### config.mk
export PLATFORM = sky130hd
export DESIGN_NAME = mem_access_stage
export DESIGN_NICKNAME = d
export VERILOG_FILES = /design/src/rtl/mem_access_stage_pkg.sv /design/src/rtl/mem_access_stage_load_align.sv /design/src/rtl/mem_access_stage.sv
export SDC_FILE = /design/constraint.sdc
export NUM_CORES = 1
export LEC_CHECK = 0
export BUFFER_PORTS_ARGS = -buffer_cell sky130_fd_sc_hd__clkbuf_2
export CAP_MARGIN = 5
export CORE_MARGIN = 3
export CORE_UTILIZATION = 37
export DETAILED_ROUTE_END_ITERATION = 16
export HOLD_SLACK_MARGIN = 0.15
export PLACE_DENSITY = 0.77
export SYNTH_ARGS = -nofsm -noshare
export SYNTH_HDL_FRONTEND = slang
export SYNTH_SLANG_ARGS = --single-unit
### constraint.sdc
create_clock -name clk -period 2.3 [get_ports clk]
set_clock_uncertainty 0.1 [all_clocks]
set_input_delay 0.115 -clock clk [delete_from_list [all_inputs] [get_ports clk]]
set_output_delay 0.115 -clock clk [all_outputs]
set_load 0.02 [all_outputs]
### src/rtl/mem_access_stage_pkg.sv
// rtl/mem_access_stage_pkg.sv - shared encodings and helpers for the memory access stage
package mem_access_stage_pkg;

    localparam int XLEN_DEF = 32;

    localparam logic [1:0] LEN_B = 2'd0;
    localparam logic [1:0] LEN_H = 2'd1;
    localparam logic [1:0] LEN_W = 2'd2;

    localparam logic [1:0] ST_IDLE = 2'd0;
    localparam logic [1:0] ST_REQ  = 2'd1;
    localparam logic [1:0] ST_WAIT = 2'd2;
    localparam logic [1:0] ST_TRAP = 2'd3;

    // Byte offset actually used on the bus: halves and words ignore the low bits.
    function automatic logic [1:0] align_off(input logic [1:0] len, input logic [1:0] off);
        case (len)
            LEN_B:   return off;
            LEN_H:   return {off[1], 1'b0};
            default: return 2'b00;
        endcase
    endfunction

    // A half crossing the word boundary or any unaligned word.
    function automatic logic is_misaligned(input logic [1:0] len, input logic [1:0] off);
        case (len)
            LEN_B:   return 1'b0;
            LEN_H:   return off == 2'd3;
            default: return off != 2'd0;
        endcase
    endfunction

    function automatic logic [3:0] lane_strobe(input logic [1:0] len, input logic [1:0] off);
        case (len)
            LEN_B:   return 4'b0001 << off;
            LEN_H:   return 4'b0011 << off;
            default: return 4'b1111;
        endcase
    endfunction

endpackage

### src/rtl/mem_access_stage_load_align.sv
// rtl/mem_access_stage_load_align.sv - load data lane extraction and sign/zero extension
module mem_access_stage_load_align
    import mem_access_stage_pkg::*;
#(
    parameter int XLEN = XLEN_DEF
) (
    input  logic [XLEN-1:0] rdata,
    input  logic [1:0]      off,
    input  logic [1:0]      len,
    input  logic            is_signed,
    output logic [XLEN-1:0] data
);

    logic [XLEN-1:0] shifted;

    // Shift the addressed lane down to bit 0, then extend to full width.
    always_comb begin
        shifted = rdata >> {off, 3'b000};
        data    = shifted;
        case (len)
            LEN_B:   data = {{(XLEN-8){is_signed & shifted[7]}}, shifted[7:0]};
            LEN_H:   data = {{(XLEN-16){is_signed & shifted[15]}}, shifted[15:0]};
            default: data = shifted;
        endcase
    end

endmodule

### src/rtl/mem_access_stage.sv
// rtl/mem_access_stage.sv - memory access pipeline stage (option: MEM_ACCESS_MISALIGN_TRAP_EN)
module mem_access_stage
    import mem_access_stage_pkg::*;
#(
    parameter int XLEN        = XLEN_DEF,
    parameter int BUS_TIMEOUT = 0
) (
    input  logic            clk,
    input  logic            rstn,
    input  logic [4:0]      i_eu_rd,
    input  logic [XLEN-1:0] i_eu_res,
    input  logic            i_eu_read_en,
    input  logic [XLEN-1:0] i_eu_addr_r,
    input  logic [1:0]      i_eu_len_r,
    input  logic            i_eu_is_signed,
    input  logic            i_eu_write_en,
    input  logic [XLEN-1:0] i_eu_addr_w,
    input  logic [XLEN-1:0] i_eu_data_w,
    input  logic [1:0]      i_eu_len_w,
    output logic            o_eu_stall,
    output logic [4:0]      o_eu_bypass_reg,
    output logic [XLEN-1:0] o_eu_bypass_data,
    output logic [4:0]      o_eu_reg_not_ready,
    output logic            o_bus_valid,
    input  logic            i_bus_ready,
    output logic            o_bus_we,
    output logic [XLEN-1:0] o_bus_addr,
    output logic [XLEN-1:0] o_bus_wdata,
    output logic [3:0]      o_bus_wstrb,
    input  logic            i_bus_rvalid,
    input  logic [XLEN-1:0] i_bus_rdata,
    input  logic            i_bus_err,
    output logic            o_wb_valid,
    output logic [4:0]      o_wb_rd,
    output logic [XLEN-1:0] o_wb_data,
    output logic            o_err
`ifdef MEM_ACCESS_MISALIGN_TRAP_EN
    ,
    output logic [XLEN-1:0] o_misalign_addr
`endif
);

    logic [1:0]      state;
    logic [4:0]      op_rd;
    logic [XLEN-1:0] op_addr;
    logic [XLEN-1:0] op_wdata;
    logic [1:0]      op_len;
    logic            op_we;
    logic            op_signed;
    logic [15:0]     tmo_cnt;

    logic            mem_req;
    logic [XLEN-1:0] sel_addr;
    logic [1:0]      sel_len;
    logic [1:0]      off_eff;
    logic            req_we;
    logic            tmo_hit;
    logic [XLEN-1:0] ld_data;
    logic [XLEN-1:0] wdata_rep;

    // A load wins over a simultaneous store.
    assign mem_req  = (state == ST_IDLE) && (i_eu_read_en || i_eu_write_en);
    assign sel_addr = i_eu_read_en ? i_eu_addr_r : i_eu_addr_w;
    assign sel_len  = i_eu_read_en ? i_eu_len_r : i_eu_len_w;
    assign off_eff  = align_off(op_len, op_addr[1:0]);
    assign tmo_hit  = (BUS_TIMEOUT != 0) && (tmo_cnt == 16'(BUS_TIMEOUT - 1));

    // Replicate store data into every lane so the strobes alone pick the bytes.
    always_comb begin
        case (op_len)
            LEN_B:   wdata_rep = {(XLEN/8){op_wdata[7:0]}};
            LEN_H:   wdata_rep = {(XLEN/16){op_wdata[15:0]}};
            default: wdata_rep = op_wdata;
        endcase
    end

    assign req_we      = (state == ST_REQ) && op_we;
    assign o_bus_valid = (state == ST_REQ);
    assign o_bus_we    = req_we;
    assign o_bus_addr  = o_bus_valid ? {op_addr[XLEN-1:2], 2'b00} : '0;
    assign o_bus_wdata = req_we ? wdata_rep : '0;
    assign o_bus_wstrb = req_we ? lane_strobe(op_len, off_eff) : 4'b0000;

    assign o_eu_stall         = rstn && ((state != ST_IDLE) || mem_req);
    assign o_eu_reg_not_ready = ((state == ST_REQ) || (state == ST_WAIT)) && !op_we ? op_rd : 5'd0;
    assign o_eu_bypass_reg    = o_wb_rd;
    assign o_eu_bypass_data   = o_wb_data;

    mem_access_stage_load_align #(
        .XLEN(XLEN)
    ) u_load_align (
        .rdata     (i_bus_rdata),
        .off       (off_eff),
        .len       (op_len),
        .is_signed (op_signed),
        .data      (ld_data)
    );

    // Main FSM: captures the op in IDLE, runs the bus handshake, produces write-back.
    always_ff @(posedge clk or negedge rstn) begin
        if (!rstn) begin
            state      <= ST_IDLE;
            op_rd      <= '0;
            op_addr    <= '0;
            op_wdata   <= '0;
            op_len     <= LEN_B;
            op_we      <= 1'b0;
            op_signed  <= 1'b0;
            tmo_cnt    <= '0;
            o_err      <= 1'b0;
            o_wb_valid <= 1'b0;
            o_wb_rd    <= '0;
            o_wb_data  <= '0;
        end else begin
            o_err      <= 1'b0;
            o_wb_valid <= 1'b0;
            o_wb_rd    <= '0;
            o_wb_data  <= '0;
            case (state)
                ST_IDLE: begin
                    if (mem_req) begin
                        op_rd     <= i_eu_rd;
                        op_addr   <= sel_addr;
                        op_len    <= sel_len;
                        op_we     <= !i_eu_read_en;
                        op_signed <= i_eu_is_signed;
                        op_wdata  <= i_eu_data_w;
                        tmo_cnt   <= '0;
                        o_err     <= i_eu_read_en & i_eu_write_en;
                        state     <= ST_REQ;
`ifdef MEM_ACCESS_MISALIGN_TRAP_EN
                        if (is_misaligned(sel_len, sel_addr[1:0])) begin
                            state <= ST_TRAP;
                            o_err <= 1'b1;
                        end
`endif
                    end else begin
                        o_wb_valid <= (i_eu_rd != 5'd0);
                        o_wb_rd    <= i_eu_rd;
                        o_wb_data  <= i_eu_res;
                    end
                end
                ST_REQ: begin
                    if (i_bus_ready) begin
                        if (op_we) begin
                            state <= ST_IDLE;
                            o_err <= i_bus_err;
                        end else begin
                            state <= ST_WAIT;
                        end
                    end
                end
                ST_WAIT: begin
                    if (i_bus_rvalid) begin
                        state <= ST_IDLE;
                        if (i_bus_err) begin
                            o_err <= 1'b1;
                        end else begin
                            o_wb_valid <= (op_rd != 5'd0);
                            o_wb_rd    <= op_rd;
                            o_wb_data  <= ld_data;
                        end
                    end else if (tmo_hit) begin
                        state <= ST_IDLE;
                        o_err <= 1'b1;
                    end else begin
                        tmo_cnt <= tmo_cnt + 16'd1;
                    end
                end
                default: state <= ST_IDLE;
            endcase
        end
    end

`ifdef MEM_ACCESS_MISALIGN_TRAP_EN
    // Hold the faulting address until the next misaligned access replaces it.
    always_ff @(posedge clk or negedge rstn) begin
        if (!rstn) begin
            o_misalign_addr <= '0;
        end else if (mem_req && is_misaligned(sel_len, sel_addr[1:0])) begin
            o_misalign_addr <= sel_addr;
        end
    end
`endif

endmodule

# After elaboration in Yosys (flattened, before gate mapping)
# Cells that the tools add are included.
# classes
n_eq_ne,6
n_reduce_logical,16
n_mux,33
n_bitwise,3
shifts,3
# ops
op,count
$mux W32,6
$pmux W32 S2,3
$shr A32 B5 Y32,1
$mux W5,4
$mux W2,5
$pmux W5 S2,1
$reduce_bool A5 Y1,2
$mux W1,8
$pmux W4 S2,1
$pmux W2 S3,1
$eq A2 B1 Y1 const B,2
$logic_and A1 B1 Y1,4
$logic_not A2 Y1,2
$mux W4,1
$ne A2 B2 Y1 const B,2
$pmux W2 S2,1
$shl A1 B2 Y4 const A,1
$shl A2 B2 Y4 const A,1
$and A1 B1 Y1,3
$logic_or A1 B1 Y1,3
$pmux W1 S3,1
$reduce_and A3 Y1,1
$eq A2 B2 Y1 const B,1
$logic_not A1 Y1,2
other kinds (4),4
# totals
wordCells,72
regBits,114
inputBits,177
out_inout_bits,152

# Logic depth before layout (Yosys ltp)
# depth
depth_word,8
ltp_mapped,7
mapped_depth_nobuf,6

# By module
# From an unflattened synthesis, not the netlist that was laid out.
# hier_totals
cells_unflattened,618
hier_area_um2,6493.7
# modules_own_cells
mod,seq_area_each_um2,n_inst,area_each_um2,cells_each
mem_access_stage,2852.7,1,5685.5,512
mem_access_stage_load_align,0.0,1,808.3,106

# Least setup slack after synthesis
# No wires, ideal clock.
# synth_timing
kind,reg2out
from,register state[1]
to,output port o_bus_wdata[22]
path_buffers,2
slack_ps,446
required_ps,2085
stages_incl_launch_ff,7
t_arrival_ps,1639
cell_sequence,dfrtp_1 inv_1 ha_1 nand2_1 clkbuf_1 clkbuf_1 nor2_1
# synth_between
elab_chain_cells,3
# synth_lines
element,line_no,source
start: declaration,mem_access_stage.sv:43,logic [1:0] state;
start signal: assignment,mem_access_stage.sv:102,state <= ST_IDLE;
start signal: assignment,mem_access_stage.sv:130,state <= ST_REQ;
start signal: assignment,mem_access_stage.sv:146,state <= ST_IDLE;
$eq A2 B1 Y1,--,
named net o_bus_valid,mem_access_stage.sv:24,"output logic o_bus_valid,"
$logic_and A1 B1 Y1,mem_access_stage.sv:77,assign req_we = (state == ST_REQ) && op_we;
$mux W32,mem_access_stage.sv:81,assign o_bus_wdata = req_we ? wdata_rep : '0;
end: declaration,mem_access_stage.sv:28,"output logic [XLEN-1:0] o_bus_wdata,"
# The timed path passes the listed nets, and every way through them passes these cells.

# Worst setup path after layout
# layout_timing
from,register op_addr[1]
to,register o_wb_data[25] (netlist: o_eu_bypass_data[25])
# layout_between
elab_chain_cells,7
elab_cells_between_ends,8
# layout_lines
element,line_no,source
start: declaration,mem_access_stage.sv:45,logic [XLEN-1:0] op_addr;
start signal: assignment,mem_access_stage.sv:123,op_addr <= sel_addr;
$pmux W2 S2 (*),mem_access_stage_pkg.sv:17,case (len)
$shr A32 B5 Y32 (*),mem_access_stage_load_align.sv:18,"shifted = rdata >> {off, 3'b000};"
$and A1 B1 Y1 (on tied branches),"mem_access_stage_load_align.sv:22, mem_access_stage_load_align.sv:21",
$pmux W32 S2 (*),mem_access_stage_load_align.sv:20,case (len)
$mux W32 (*),mem_access_stage.sv:156,if (i_bus_err) begin
$mux W32 (*),mem_access_stage.sv:154,if (i_bus_rvalid) begin
$pmux W32 S2 (*),mem_access_stage.sv:119,case (state)
end signal: assignment,mem_access_stage.sv:140,o_wb_data <= i_eu_res;
end signal: assignment,mem_access_stage.sv:161,o_wb_data <= ld_data;
end: declaration,mem_access_stage.sv:35,"output logic [XLEN-1:0] o_wb_data,"
# Every way passes the cells marked *; elsewhere a longest branch is shown, timed or not.
# A chain may end at the register's enable or synchronous reset.

==> metrics <==
leading area contributor after synthesis dfrtp_1; Setup Crit Path Kind flip-flop to flip-flop; Synth area leaders dfrtp_1 45%, mux2i_1 7.9%, mux2_2 7.1%; nets 1,281; fill cell count 1,272; max_slew headroom 55.2%; Final ANT Viol Nets 0; peak supply drop 0.000731 V; Setup TNS 0 ps; # Max-Cap Violations 0; Clock power frac 22.1%; Synth Cell Area between 6000 and 7000 µm²; CP max FO 16; Post-Syn Area per Cell 9.94 µm²; Die Height 137 µm; final worst-path cycle share 98.8%; Synth top area share 45.2%; endpoint type of the worst setup path flip-flop; first drt pass iteration count 5; Worst path max stage delay 610 ps; share of flip-flops with an asynchronous set or reset 100%; cells along the critical path mux2_4, a31o_4, a32oi_1, dlygate4sd3_1, o21ai_1; # DRC 0; Crit path max-delay family compound AO/OA/AOI/OAI gates; Flop pwr share 29.5%; TritonCTS buffer count 17; sequential share of the synthesized area 45.2%; RSZ-0062 raised after global routing true; Initial DRC Count 406; outcome finished, final reports clean; Worst-path clk slew roughly 60 ps; Critical-path top delay cell dlygate4sd3_1; GRT Total Usage 25.4%; Yosys warning total 0; HP Class input pin to flip-flop; Logic pwr share 48.4%; Die Span X around 140 µm; TritonCTS clock tree built; IO Port Bufs 326; Commonest cells post-synth 114 x dfrtp_1, 80 x nand2_1, 50 x mux2i_1; WP buf/inv 1; GP Congestion around 0.9; initial core utilization 37.9%; Switch Pwr about 4.8 mW; Power Internal 6.65 mW; first-pass GRT wire length 36,700 µm; HPWL Detailed 15,100 µm; total placed cells including tap cells 1,113; ratio of cells with drive above 1 in the final layout 39.1%; Area Growth Syn to Fin 64.4%; CP arrival between 2000 and 2500 ps; Hold Fails Final Rpt 0; Core ar. 16,600 µm²; fin cells 1,333; Avg WL per Cell 18.3 µm; PwrDens around 1100 nW/µm²; I/O Pins 329; CTS Sinks 114; min Tclk post-route 2270 ps; synth unique cells 39; DRT Wirelength 24,400 µm; Sw Share approximately two fifths; Final Max Tran Viols 0; largest net degree at the start of global routing 115; vias in the first global route about 7,100; clk root buf clkbuf_16; initial antenna violation count 0; Main synth FF type dfrtp_1; register bit total from synthesis 114; Slew @ Worst Pin approximately 670 ps; Peak Freq 440 MHz; final setup fails 0; cell with the most instances after synthesis dfrtp_1; # rows 47; P_leak ~5.2 nW; die area 18,700 µm²; Syn Inst Count between 600 and 700; H-tree depth 4; grt ovf 0; DR vias/cell 5.06; CP startpoint kind flip-flop; Post-synth EDFFs 0; Vias 6,740; worst endpoint required time 2470 ps; worst skew pair latency approximately 410 ps; Max Root-Sink Buffers 2
-- power by group through the flow --
stage | logic (mW) | registers (mW) | clock network, mW
after global placement | 4.97 | 3.31 | 0
after CTS | 5.39 | 3.32 | 2.58
after detailed placement | 5.06 | 3.35 | 0
after floorplan | 3.51 | 3.30 | 0
final | 5.52 | 3.36 | 2.52
after global routing | 5.96 | 3.45 | 2.66
-- worst paths after layout --
kind	from	endpoint	slack, ps	cells past startpoint
max in group asynchronous	rstn	op_wdata[25]$_DFFE_PN0P_	1360	3
max reg2reg	op_addr[1]$_DFFE_PN0P_	o_eu_bypass_data[25]$_DFF_PN0_	30	5
min reg2reg	op_addr[27]$_DFFE_PN0P_	op_addr[27]$_DFFE_PN0P_	370	2
min in group asynchronous	rstn	o_eu_bypass_reg[1]$_DFF_PN0_	280	3
max	op_addr[1]$_DFFE_PN0P_	o_eu_bypass_data[25]$_DFF_PN0_	30	5
min	i_bus_rdata[29]	o_eu_bypass_data[5]$_DFF_PN0_	270	4
-- layout by cell type (no fill, tap or decap), types with 6 or more instances in the layout --
master,count
nor2_1,36
mux2i_1,50
clkbuf_16,18
o21ai_1,38
o41ai_2,7
a32oi_1,18
nand2b_1,17
dfrtp_1,112
a22oi_1,7
buf_4,14
and3_1,15
mux2_2,40
clkbuf_2,325
dlygate4sd3_1,185
and2_1,36
o21ai_0,25
a21oi_1,20
clkinv_2,6
nand2_1,80
-- worst reg2reg max path, cell delays in order, from the launching register on --
cell and delay [ps]:
dfrtp_2 480, mux2_4 320, a31o_4 320, a32oi_1 230, dlygate4sd3_1 610, o21ai_1 70
-- per-layer routing --
| metal | routed length (µm) | global-route usage (%) | up-vias |
|---|---|---|---|
| li1 | - | - | 3091 |
| met1 | 9070 | 27.8 | 3159 |
| met2 | 12600 | 45.6 | 394 |
| met3 | 1580 | 5.59 | 96 |
| met4 | 1160 | 13.7 | 0 |
| met5 | 0 | 0 | - |
-- metrics by stage --
step	total power [mW]	cell area (µm²)	setup slack [ps]	hold WS [ps]	util, %
5_1_grt	12.1	10400	-36.5	266	62.4
3_5_place_dp	8.41	7910	105	205	47.5
2_1_floorplan	6.81	6320	446	-281	-
4_1_cts	11.3	10300	5.26	181	62.0
6_report	11.4	10400	27.8	273	62.4
3_3_place_gp	8.28	7910	200	197	47.5
-- repair_timing --
item,4_1_cts,5_1_grt
hold buffers,185,0
buffers inserted,0,2
gates resized for setup,0,6
setup endpoints to repair,0,75
endpoints found under the hold margin,228,0
-- layout make-up --
type                       instances  area (µm²)  area share (%)
multi-input combinational        431        2950            28.4
clock inverter                    11         114            1.10
sequential                       114        2860            27.5
antenna                            1        2.50          0.0241
tap                              220         275            2.65
inverter                           5        18.8           0.181
clock buffer                      20         447            4.30
timing repair buffer             531        3720            35.8
-- cells by family (layout without fill, tap and decap cells) --
| group | Yosys count | in the layout | synth area share (%) |
|---|---|---|---|
| simple gates | 204 | 204 | 16.0 |
| compound gates | 125 | 125 | 13.2 |
| flops | 114 | 114 | 45.2 |
| mux | 96 | 96 | 16.2 |
| buf+inv | 91 | 567 | 8.62 |
| fa+ha+maj | 4 | 4 | 0.793 |
| other cells | 1 | 3 | 0.0594 |
Power figures use the tool's default switching activity.
